<file path="src/rtl/score_collector.sv">
// score_collector: gathers one frame of serial output-layer scores into parallel registers for the argmax stage.
module score_collector #(
    parameter int DATA_W   = 8,
    parameter int N_SCORES = 10
) (
    input  logic              clk,
    input  logic              rst,
    input  logic              in_valid,
    output logic              in_ready,
    input  logic [DATA_W-1:0] in_data,
    input  logic              in_first,
    output logic [DATA_W-1:0] score1,
    output logic [DATA_W-1:0] score2,
    output logic [DATA_W-1:0] score3,
    output logic [DATA_W-1:0] score4,
    output logic [DATA_W-1:0] score5,
    output logic [DATA_W-1:0] score6,
    output logic [DATA_W-1:0] score7,
    output logic [DATA_W-1:0] score8,
    output logic [DATA_W-1:0] score9,
    output logic [DATA_W-1:0] score10,
    output logic              out_valid,
    input  logic              out_ready,
    output logic [3:0]        count,
    output logic              sync_err
);
    typedef enum logic {FILL, FULL} state_t;

    state_t            r_state, w_state_nx;
    logic [3:0]        r_count, w_count_nx, w_slot;
    logic              r_sync_err, w_sync_nx, w_accept;
    logic [DATA_W-1:0] r_score [N_SCORES];

    // A first-marked beat always restarts the frame, even when it would be the 10th.
    always_comb begin
        w_accept   = (r_state == FILL) && in_valid;
        w_slot     = in_first ? 4'd0 : r_count;
        w_sync_nx  = w_accept && in_first && (r_count != 4'd0);
        w_count_nx = r_count;
        w_state_nx = r_state;
        if (r_state == FILL) begin
            if (w_accept) begin
                w_count_nx = in_first ? 4'd1 : (r_count == 4'd9 ? 4'd0 : r_count + 4'd1);
                w_state_nx = (!in_first && r_count == 4'd9) ? FULL : FILL;
            end
        end else begin
            w_state_nx = out_ready ? FILL : FULL;
        end
    end

    always_ff @(posedge clk) begin
        if (rst) begin
            r_state    <= FILL;
            r_count    <= 4'd0;
            r_sync_err <= 1'b0;
            for (int k = 0; k < N_SCORES; k++) r_score[k] <= '0;
        end else begin
            r_state    <= w_state_nx;
            r_count    <= w_count_nx;
            r_sync_err <= w_sync_nx;
            if (w_accept) r_score[w_slot] <= in_data;
        end
    end

    assign in_ready  = (r_state == FILL);
    assign out_valid = (r_state == FULL);
    assign count     = r_count;
    assign sync_err  = r_sync_err;
    assign score1    = r_score[0];
    assign score2    = r_score[1];
    assign score3    = r_score[2];
    assign score4    = r_score[3];
    assign score5    = r_score[4];
    assign score6    = r_score[5];
    assign score7    = r_score[6];
    assign score8    = r_score[7];
    assign score9    = r_score[8];
    assign score10   = r_score[9];
endmodule

</file>
<file path="config.mk">
export PLATFORM = sky130hd
export DESIGN_NAME = score_collector
export DESIGN_NICKNAME = d
export VERILOG_FILES = /design/src/rtl/score_collector.sv
export SDC_FILE = /design/constraint.sdc
export NUM_CORES = 1
export LEC_CHECK = 0
export CAP_MARGIN = 20
export CELL_PAD_IN_SITES_DETAIL_PLACEMENT = 1
export CELL_PAD_IN_SITES_GLOBAL_PLACEMENT = 1
export CORE_MARGIN = 5
export CORE_UTILIZATION = 29
export CTS_BUF_LIST = sky130_fd_sc_hd__clkbuf_8
export DETAILED_ROUTE_END_ITERATION = 10
export PLACE_DENSITY_LB_ADDON = 0.25
export SLEW_MARGIN = 0
export SYNTH_ARGS = -nofsm -noshare
export SYNTH_HDL_FRONTEND = slang
export SYNTH_SLANG_ARGS = --single-unit
</file>
<file path="constraint.sdc">
create_clock -name clk -period 2.8 [get_ports clk]
set_input_delay 0.56 -clock clk [delete_from_list [all_inputs] [get_ports clk]]
set_output_delay 0.56 -clock clk [all_outputs]
set_load 0.05 [all_outputs]
</file>
# Yosys cells after proc, flatten, opt, wreduce, memory -nomap -nowiden
# Memory sizes are Yosys's and may differ from the RTL's.
# Index checks and enable logic that the tools add are counted.
dict set report totals {
  ff_bits 6
  ram_bits 80
  output_inout_bits 87
  memories 1
}
# memory words width read_ports rd_ports_with_merged_regs wr line
set memory_table {}
lappend memory_table {r_score 10 8 10 0 10 32} ;# logic [DATA_W-1:0] r_score [N_SCORES];
dict set report op_classes {
  addsub 1
  n_eq_ne 1
  muxes 15
  bitwise_logic 1
  n_reduce_logical 8
}
# cell count
set ops {}
lappend ops {{$mux W4} 4}
lappend ops {{$mux W1} 10}
lappend ops {{$mux W8} 1}
lappend ops {{$reduce_or A8 Y1} 1}
lappend ops {{$add A4 B1 Y4 const B} 1}
lappend ops {{$eq A4 B4 Y1 const B} 1}
lappend ops {{$logic_and A1 B1 Y1} 4}
lappend ops {{$reduce_bool A4 Y1} 1}
lappend ops {{$reduce_and A2 Y1} 1}
lappend ops {{$logic_not A1 Y1} 1}
lappend ops {{$not A1 Y1} 1}

# Depth between registers and ports, before layout
dict set report depth {
  word_depth 7
  ltp_mapped 6
}

# Least setup slack after synthesis
# No wires, ideal clock.
dict set report synth_timing {
  kind {input-to-reg}
  startpoint {input rst}
  endpoint {memory r_score[3][0], enable pin}
  setup_ns 0.375
  t_arrival_ns 1.907
  t_required_ns 2.425
  path_slack_ns 0.518
  cell_stages 5
  path_cell_list {buf_2 -> nor4b_4 -> nand3_2 -> buf_6 -> o21bai_1}
}
# item line
set synth_lines {}
lappend synth_lines {{start: declaration} 7} ;# input logic rst,
lappend synth_lines {{end: declaration} 32}

# Final worst setup path
dict set report layout_timing {
  startpoint {register r_count[1], in the netlist count[1]}
  endpoint {output count[1]}
}
# item line
set layout_lines {}
lappend layout_lines {{start: declaration} 30} ;# logic [3:0] r_count, w_count_nx, w_slot;
lappend layout_lines {{start signal: assignment} 59} ;# r_count <= w_count_nx;
lappend layout_lines {{end: declaration} 24} ;# output logic [3:0] count,
# No word-level cell between the ends.

==> metrics <==
status=complete, no violations; Seq/Total Area, Yosys=72.9%; post-synthesis mux area share=0%; Largest stage delay, worst path=0.90 ns; Final TNS setup=0 ns; drt pass-1 iters=4; largest net degree at the start of global routing=25; Mapped Nets=258; Max clock buf depth=2; top-area cell type share of the netlist area=69.4%; Vias=2402; I/O Pins=100; logic depth of the worst path, buffers included=1; Slew Limit Headroom=64.2%; CTS tree=yes; fillcell total=1240; Final period util=85.9%; Worst setup EP type=output port; Slew Limit Fails=0; All-Layer GR Usage=13.6%; RSZ-0062 raised after global routing=false; FF/Latch Area=2520 um^2; Fin. Hold Viols=0; Synth Area in Compound Gates=5.20%; cts hold-fix bufs=0; most common cell in the netlist=edfxtp_1; Die H=119 um; Reg2Reg Setup Slack=0.75 ns; CP max-delay cell=clkdlybuf4s50_1; initial core utilization=29.2%; Synth warnings=0; cells on worst reg2reg path=3; R2R Path Start=count[0]$_SDFFE_PP0P_; routed len/inst=19.0 um; GRT overflow=0; Cells after Synth=242; Leak Pwr=1.68 nW; Critical Path Sink=count[1]; clk_skew=0.0191 ns; Main synth FF type=edfxtp_1; clock root buffer=clkbuf_8; crit path launch type=register; Clock Latency Late Sink=0.36 ns; DRT antenna net count=0; Die ar.=14200 um^2; synthesized area=3460 um^2; GP Congestion=0.749; Pwr Total=0.00287 W; TritonCTS Sinks=86; Synth area leaders=edfxtp_1 69%, nor3_1 6.9%, dfxtp_1 3.5%; syn_area_per_cell=14.3 um^2; largest family of logic cells by synthesized area=simple AND/OR/NAND/NOR gates; Simple-Gate Fraction of Synth Area=17.1%; FF+latch count, synth=86; max-cap viol count=0; initial antenna violation count=0; fmax=416 MHz; Worst-Margin Slew=0.535 ns; Yosys top cell by area=edfxtp_1; Post-Synth XOR/XNOR Area=0%; PD cells=587 nW/um^2; DR vias/cell=4.75; Core Area=11900 um^2; top cells by count, synth=80 x edfxtp_1, 48 x nor3_1, 28 x nor2_1; vias in the first global route=2419; CTS Buf Count=9; Final HPWL DP=6.75 mm; Die X=119 um; first-pass GRT wire length=14.6 mm; DRC Markers=0; H-Tree Depth=3; fin nets=370; Syn-to-layout area delta=41.2%; Adder-Cell Fraction of Synth Area=1.08%; number of synthesized flops with an enable pin=80; multi-input logic area=808 um^2; worst hold path class=reg -> reg; n_diodes=0; Iter 0 DRT Violations=136; # rows=40; CP delay by family, top=buffers and inverters; share of layout cells above drive strength 1=13.9%; Unique masters post-synth=38; crit path cell chain=clkdlybuf4s50_1; setup violators final=0; Post-CTS Setup Bufs=0; CTS clk-pin slew, worst paths=0.10 ns; Crit path arrival time=1.84 ns; R2R Path End=r_score[1][5]$_SDFFCE_PN0P_; kind of critical path=reg -> out; Crit. Startpoint=count[1]$_SDFFE_PP0P_; Post-synth ARST share=0%; Crit Path Max Fanout=11; worst vdd ir=295 uV; min Tclk post-route=2.40 ns; worst endpoint required time=2.24 ns; CP Buf/Inv Count=1; final wirelength=9.59 mm; port bufs=99; post-CTS sizing=0
## cell type report
cell class                 count  area share [%]
clock buffer                   9            2.53
timing repair buffer         113            22.4
clock inverter                 7            2.12
multi-input combinational    131            16.5
sequential                    86            51.6
tap                          147            3.76
inverter                      13           0.998
## state kept, by name, indices dropped and copies added, names as in the netlist
signal	flops
sync_err	1
count	4
out_valid	1
r_score	80
## cells in the final DEF, fill, tap and decap left out, drive strengths merged, types with 3 or more instances in the layout
cell,synthesis,layout
nor3b,3,3
nand2b,4,4
nand3,3,3
o21bai,4,4
ha,3,3
o21ai,3,3
a21oi,3,3
clkdlybuf4s50,0,99
edfxtp,80,80
nor2,28,28
nor3,48,48
inv,13,16
dfxtp,6,6
nor2b,3,3
a41o,3,3
clkbuf,4,9
buf,8,14
nand2,13,13
## metal layers
metal  part of all wire [%]  track usage, %
met5                      0               0
met1                     44            17.4
met4                    1.7            4.34
met2                     50            22.8
met3                    4.6            3.04
## worst min-delay path by stage
stage | end | slack [ns] | cells past startpoint | startpoint
3_5_place_dp | count[3]$_SDFFE_PP0P_ | 0.58 | 2 | count[3]$_SDFFE_PP0P_
5_1_grt | count[3]$_SDFFE_PP0P_ | 0.67 | 2 | count[3]$_SDFFE_PP0P_
4_1_cts | count[3]$_SDFFE_PP0P_ | 0.60 | 2 | count[3]$_SDFFE_PP0P_
3_3_place_gp | count[3]$_SDFFE_PP0P_ | 0.57 | 2 | count[3]$_SDFFE_PP0P_
6_report | count[3]$_SDFFE_PP0P_ | 0.60 | 2 | count[3]$_SDFFE_PP0P_
2_1_floorplan | count[3]$_SDFFE_PP0P_ | 0.74 | 2 | count[3]$_SDFFE_PP0P_
## cells by family (layout without fill, tap and decap cells)
group	Yosys count	count (layout)
DFF	86	86
adders and majority gates	3	3
and+or+nand+nor	107	107
buffers and inverters	25	142
AOI/OAI and AO/OA	21	21
## power by group
group	leakage, nW	switching [W]	internal [W]
Sequential	0.874	0.0000224	0.00145
Clock	0.108	0.000488	0.000515
Combinational	0.695	0.000277	0.000118
## per-stage QoR
stage | std cells | area, um^2 | worst slack [ns] | hold slack (ns) | utilization (%)
floorplan | 242 | 3460 | 0.518 | 0.740 | -
global placement | 490 | 4660 | 0.266 | 0.569 | 39.3
detailed placement | 490 | 4660 | 0.155 | 0.579 | 39.3
CTS | 506 | 4890 | 0.370 | 0.597 | 41.2
global route | 506 | 4890 | 0.285 | 0.666 | 41.2
finish | 506 | 4890 | 0.396 | 0.601 | 41.2
No activity file was read; power rests on OpenSTA's default activity.
